**config.mk**
```make
export PLATFORM = sky130hd
export DESIGN_NAME = dcm_lock_supervisor
export DESIGN_NICKNAME = d
export VERILOG_FILES = /design/src/rtl/dcm_lock_supervisor.sv
export SDC_FILE = /design/constraint.sdc
export NUM_CORES = 1
export LEC_CHECK = 0
export ABC_AREA = 1
export CORE_MARGIN = 3
export CORE_UTILIZATION = 55
export CTS_BUF_LIST = sky130_fd_sc_hd__clkbuf_16
export DETAILED_ROUTE_END_ITERATION = 7
export GPL_TIMING_DRIVEN = 0
export PLACE_DENSITY = 0.78
export SYNTH_ARGS = -nofsm -noshare
export SYNTH_HDL_FRONTEND = slang
export SYNTH_SLANG_ARGS = --single-unit
```
**constraint.sdc**
```tcl
create_clock -name i_clkin -period 4.5 [get_ports i_clkin]
set_clock_uncertainty 0.2 [all_clocks]
set_input_delay 0.675 -clock i_clkin [delete_from_list [all_inputs] [get_ports i_clkin]]
set_output_delay 0.675 -clock i_clkin [all_outputs]
set_load 0.05 [all_outputs]
```
**src/rtl/dcm_lock_supervisor.sv**
```systemverilog
// DCM reset/lock supervisor running on the raw reference clock: pulses the DCM reset, retries on timeout or loss of lock, and releases the core reset after a stable-lock hold time.
// Defining DCM_FXSTOP_MON_EN adds monitoring of STATUS[2] (CLKFX stopped) in SETTLE and RUN.
module dcm_lock_supervisor #(
    parameter int RST_CYCLES   = 4,
    parameter int LOCK_TIMEOUT = 65535,
    parameter int HOLD_CYCLES  = 16,
    parameter int MAX_RETRIES  = 7
) (
    input  logic       i_clkin,
    input  logic       i_reset,
    input  logic       i_locked,
    input  logic [7:0] i_status,
    output logic       o_dcm_rst,
    output logic       o_clk_good,
    output logic       o_core_reset,
    output logic       o_fail,
    output logic [3:0] o_retry_count
);

    typedef enum logic [2:0] {
        ST_RESET_DCM = 3'd0,
        ST_WAIT_LOCK = 3'd1,
        ST_SETTLE    = 3'd2,
        ST_RUN       = 3'd3,
        ST_FAULT     = 3'd4
    } state_t;

    localparam logic [15:0] RST_LAST     = 16'(RST_CYCLES - 1);
    localparam logic [15:0] TIMEOUT_LAST = 16'(LOCK_TIMEOUT - 1);
    localparam logic [15:0] HOLD_LAST    = 16'(HOLD_CYCLES - 1);
    localparam logic [3:0]  RETRY_MAX    = 4'(MAX_RETRIES);

    state_t      r_state;
    state_t      w_state_nxt;
    logic [15:0] r_cnt;
    logic [15:0] w_cnt_nxt;
    logic [3:0]  r_retry;
    logic [3:0]  w_retry_nxt;
    logic [1:0]  r_lock_sync;
    logic        w_locked_s;
    logic        w_fxstop_s;
    logic        w_lock_good;
    logic        w_unused_status;
    logic        r_dcm_rst;
    logic        r_clk_good;
    logic        r_core_reset;
    logic        r_fail;
    logic        w_dcm_rst_nxt;
    logic        w_clk_good_nxt;
    logic        w_core_reset_nxt;
    logic        w_fail_nxt;

    // Two-flop synchronizer for the asynchronous LOCKED input.
    always_ff @(posedge i_clkin or posedge i_reset) begin
        if (i_reset) begin
            r_lock_sync <= 2'b00;
        end else begin
            r_lock_sync <= {r_lock_sync[0], i_locked};
        end
    end

    assign w_locked_s = r_lock_sync[1];

`ifdef DCM_FXSTOP_MON_EN
    logic [1:0] r_fxstop_sync;

    // Two-flop synchronizer for STATUS[2] (CLKFX stopped).
    always_ff @(posedge i_clkin or posedge i_reset) begin
        if (i_reset) begin
            r_fxstop_sync <= 2'b00;
        end else begin
            r_fxstop_sync <= {r_fxstop_sync[0], i_status[2]};
        end
    end

    assign w_fxstop_s = r_fxstop_sync[1];
`else
    assign w_fxstop_s = 1'b0;
`endif

    // Only STATUS[2] is of interest; the other bits are intentionally sunk.
    assign w_unused_status = ^i_status;
    assign w_lock_good     = w_locked_s & ~w_fxstop_s;

    // State, shared counter and retry counter registers.
    always_ff @(posedge i_clkin or posedge i_reset) begin
        if (i_reset) begin
            r_state <= ST_RESET_DCM;
            r_cnt   <= 16'd0;
            r_retry <= 4'd0;
        end else begin
            r_state <= w_state_nxt;
            r_cnt   <= w_cnt_nxt;
            r_retry <= w_retry_nxt;
        end
    end

    // Next-state, counter and retry decisions.
    always_comb begin
        w_state_nxt = r_state;
        w_cnt_nxt   = r_cnt;
        w_retry_nxt = r_retry;
        case (r_state)
            ST_RESET_DCM: begin
                if (r_cnt == RST_LAST) begin
                    w_state_nxt = ST_WAIT_LOCK;
                    w_cnt_nxt   = 16'd0;
                end else begin
                    w_cnt_nxt   = r_cnt + 16'd1;
                end
            end
            ST_WAIT_LOCK: begin
                if (w_locked_s) begin
                    w_state_nxt = ST_SETTLE;
                    w_cnt_nxt   = 16'd0;
                end else if (r_cnt == TIMEOUT_LAST) begin
                    w_cnt_nxt = 16'd0;
                    if (r_retry == RETRY_MAX) begin
                        w_state_nxt = ST_FAULT;
                    end else begin
                        w_state_nxt = ST_RESET_DCM;
                        w_retry_nxt = r_retry + 4'd1;
                    end
                end else begin
                    w_cnt_nxt = r_cnt + 16'd1;
                end
            end
            ST_SETTLE: begin
                // A drop restarts the lock wait without consuming a retry.
                if (!w_lock_good) begin
                    w_state_nxt = ST_WAIT_LOCK;
                    w_cnt_nxt   = 16'd0;
                end else if (r_cnt == HOLD_LAST) begin
                    w_state_nxt = ST_RUN;
                    w_cnt_nxt   = 16'd0;
                    w_retry_nxt = 4'd0;
                end else begin
                    w_cnt_nxt = r_cnt + 16'd1;
                end
            end
            ST_RUN: begin
                if (!w_lock_good) begin
                    w_state_nxt = ST_RESET_DCM;
                    w_cnt_nxt   = 16'd0;
                end else begin
                    w_cnt_nxt = 16'd0;
                end
            end
            ST_FAULT: begin
                w_cnt_nxt = 16'd0;
            end
            default: begin
                w_state_nxt = ST_RESET_DCM;
                w_cnt_nxt   = 16'd0;
                w_retry_nxt = 4'd0;
            end
        endcase
    end

    // Moore output decode from the next state, so outputs move with the state.
    always_comb begin
        w_dcm_rst_nxt    = 1'b0;
        w_clk_good_nxt   = 1'b0;
        w_core_reset_nxt = 1'b1;
        w_fail_nxt       = 1'b0;
        case (w_state_nxt)
            ST_RESET_DCM: w_dcm_rst_nxt = 1'b1;
            ST_WAIT_LOCK: w_dcm_rst_nxt = 1'b0;
            ST_SETTLE:    w_dcm_rst_nxt = 1'b0;
            ST_RUN: begin
                w_clk_good_nxt   = 1'b1;
                w_core_reset_nxt = 1'b0;
            end
            ST_FAULT:     w_fail_nxt = 1'b1;
            default:      w_dcm_rst_nxt = 1'b1;
        endcase
    end

    // Output registers.
    always_ff @(posedge i_clkin or posedge i_reset) begin
        if (i_reset) begin
            r_dcm_rst    <= 1'b1;
            r_clk_good   <= 1'b0;
            r_core_reset <= 1'b1;
            r_fail       <= 1'b0;
        end else begin
            r_dcm_rst    <= w_dcm_rst_nxt;
            r_clk_good   <= w_clk_good_nxt;
            r_core_reset <= w_core_reset_nxt;
            r_fail       <= w_fail_nxt;
        end
    end

    assign o_dcm_rst     = r_dcm_rst;
    assign o_clk_good    = r_clk_good;
    assign o_core_reset  = r_core_reset;
    assign o_fail        = r_fail;
    assign o_retry_count = r_retry;

endmodule

```
==> results_dict.tcl, run 1 <==
set metrics [dict create \
    ant_nets 0 \
    ys_ff_latch 29 \
    synth_cells 195 \
    route.met2.wl_um 1701 \
    core_sq_um 2829 \
    hold_path.startpoint "r_lock_sync[0]$_DFF_PP0_" \
    wl_met3_um 98 \
    vias_per_cell 5.480 \
    grt_first_pass_wirelength_um 5830 \
    min_period_ps 2460 \
    gp_congestion 0.8529 \
    instances_no_fill 244 \
    first_global_vias 1347 \
    via_count 1337 \
    worstReg2RegStart "r_cnt[0]$_DFF_PP0_" \
    status "finished clean" \
    path_delay_family "buffers and inverters" \
    hold_viol_final 0 \
    seq_area_frac_synth_pct 43.83 \
    maxCapViolations 0 \
    crit_path_end_kind "output port" \
    power.total_w 0.0009437 \
    cp_slowest_stage_delay_ps 800 \
    io_pins 19 \
    critPathMaxFanout 1 \
    io_buffer_count 10 \
    ff2ff_path_depth 9 \
    hold_buffers 0 \
    antenna_found_initial 0 \
    final-max-slew-violation-count 0 \
    clk_latency_ps 270 \
    whs_ps 168.4 \
    vdd_drop_max_uv 389.2 \
    drt-met1-wl_um 1463 \
    reg2reg_to "r_cnt[14]$_DFF_PP0_" \
    syn-cell-area_sq_um 1662 \
    ys_types 29 \
    grt_max_degree 30 \
    rrSetupSlack_ps 2630 \
    synth_area_leaders "dfrtp_1 41%, nand2_1 7.5%, nand3_2 5.4%" \
    dp.cells 236 \
    hold-path-cell-count 0 \
    n_antenna_cell 0 \
    wl_um 3320 \
    finalWorstSetupSlack_ps 2040 \
    drive_gt1_share_pct 28.64 \
    startpoint_type "flop" \
    p_per_area_nw_per_um2 484.4 \
    cp_slowest_cell "clkdlybuf4s50_1" \
    grt_usage_pct 21.87 \
    synth.top_cell.area_share_pct 40.66 \
    cts.clk_slew.worst_paths_ps 50 \
    clock-sinks 29 \
    fp-row-count 19 \
    cts_root_buffer "clkbuf_16" \
    first_pass_iters 5 \
    path_cells "clkdlybuf4s50_1" \
    multiInputGateArea_sq_um 809.5 \
    overflow 0 \
    path_buf_inv 1 \
    cts_buffer_depth 2 \
    regArea_sq_um 728.2 \
    syn_nets 209 \
    place_ws_ps 2275 \
    final_nets 226 \
    drcViolationCount 0 \
    min_to "r_lock_sync[1]$_DFF_PP0_" \
    crit_type "flop to output port" \
    cts_setup_buffers 0 \
    synth_top_area_cell "dfrtp_1" \
    setup_viol 0 \
    relSlewSlack_pct 28.55 \
    htreeDepth 2 \
    syn2layout_area_growth_pct 17.24 \
    yosys_warnings 0 \
    required_ps 3620 \
    routedWlPerCell_um 13.61 \
    max_freq_mhz 406.5 \
    fill_cells 231 \
    die_area_sq_um 3717 \
    cts_buffers 5 \
    start_util_pct 58.74 \
    cts_resized 0 \
    setup-tns-final_ps 0 \
    p_leak_nw 0.9677 \
    die_h_um 60.97 \
    crit_arrival_ps 1580 \
    drt_iter0_drc 51 \
    fin_crit_sh_pct 54.66 \
    rsz0062_at_grt "false" \
    synth_area_per_cell_sq_um 8.521 \
    dieWidth_um 60.97 \
    worst_pin_slew_ps 1071 \
    dp_hpwl_um 2426 \
    top_layer_used "met4" \
    hold_path_class "flop to flop" \
    cts_tree "done" \
]
[synthesized netlist by cell type]
cell / n
nor4_1: 1
nor2_2: 5
dfstp_2: 2
nor2_4: 3
o21a_1: 1
nand4_1: 5
nand3b_2: 4
o21ai_1: 5
nand3_4: 1
buf_6: 1
a31oi_1: 3
nor3_2: 1
ha_1: 3
nand2_1: 33
nor2_1: 21
or2_2: 7
xor2_1: 3
a21oi_1: 3
and3_1: 4
o21bai_1: 1
nand2_4: 1
nand3_1: 12
o21ai_0: 2
inv_1: 18
nand2_2: 6
nand3_2: 9
dfrtp_1: 27
o21ai_4: 1
inv_2: 12
[area by class of cell]
type / instances / area share (%)
plain buffers: 1 / 0.5780
clock buffers: 5 / 6.423
clock inverters: 3 / 1.156
inverters: 30 / 5.780
multi-input cells: 135 / 41.55
flip-flops and latches: 29 / 37.38
well taps: 31 / 1.991
repair buffers: 10 / 5.138
[stage by stage]
stage | cell area (sq um) | utilization, %
final | 1948 | 68.86
after global routing | 1948 | 68.86
after CTS | 1948 | 68.86
after detailed placement | 1800 | 63.64
after global placement | 1800 | 63.64
after floorplan | 1662 | -
[registers in the layout (all words and copies together), names as in the netlist]
register	count
o_dcm_rst	1
o_fail	1
o_retry_count	4
o_clk_good	1
o_core_reset	1
r_lock_sync	2
r_state	3
r_cnt	16
[cell families after synthesis]
logic type	after synthesis	synth area share (%)
AO/OA/AOI/OAI	16	6.024
XOR/XNOR	3	1.582
adder cells (fa/ha/maj)	3	2.259
buffers and inverters	31	7.454
flip-flops	29	43.83
AND/OR/NAND/NOR	113	38.86
[worst max-delay path by stage]
stage | startpoint | to | slack [ps] | cells after the start
after global routing | o_dcm_rst$_DFF_PP1_ | o_dcm_rst | 2010 | 1
after global placement | o_core_reset$_DFF_PP1_ | o_core_reset | 2330 | 1
after floorplan | o_retry_count[0]$_DFFE_PP0P_ | o_retry_count[0]$_DFFE_PP0P_ | 2710 | 9
final | o_core_reset$_DFF_PP1_ | o_core_reset | 2040 | 1
after CTS | o_dcm_rst$_DFF_PP1_ | o_dcm_rst | 2030 | 1
after detailed placement | i_reset | r_cnt[2]$_DFF_PP0_ | 2270 | 2
[metal layers]
layer  up-vias  global-route usage [%]
li1        657                       -
met1       655                   28.05
met2        19                   35.11
met3         6                   5.532
met4         0                   9.288
met5         -                       0
[placed cells by master (no fill, tap or decap), types with 4 or more instances in the layout]
cell	n
nor2_1	21
inv_1	18
nand2_1	33
clkdlybuf4s50_1	10
nand3_1	12
nand3_2	9
inv_2	12
nand4_1	5
clkbuf_16	5
nor2_2	5
nand2_2	6
dfrtp_1	27
nand3b_2	4
and3_1	4
or2_2	7
o21ai_1	5
[power by group]
group	total, W	switching, W	internal (W)
logic	0.000291	0.000190	0.000101
clock network	0.000317	0.000114	0.000204
registers	0.000335	0.0000349	0.000300
Note: power is estimated with default switching activity, not from simulation.
==> inputs of run 2 (changes only) <==
clock period = 2.3 ns   (was 4.5 ns; I/O delays follow)
==> results of run 2 <==
The final DEF is identical to that of run 1. Status: finished clean.
Among the figures that moved: setup slack after placement 2275 ps -> 404.7 ps; setup slack after layout 2040 ps -> 170.2 ps; register-to-register setup slack 2630 ps -> 430 ps; total power 0.0009437 W -> 0.001846 W; worst IR drop on VDD 389.2 uV -> 761.5 uV
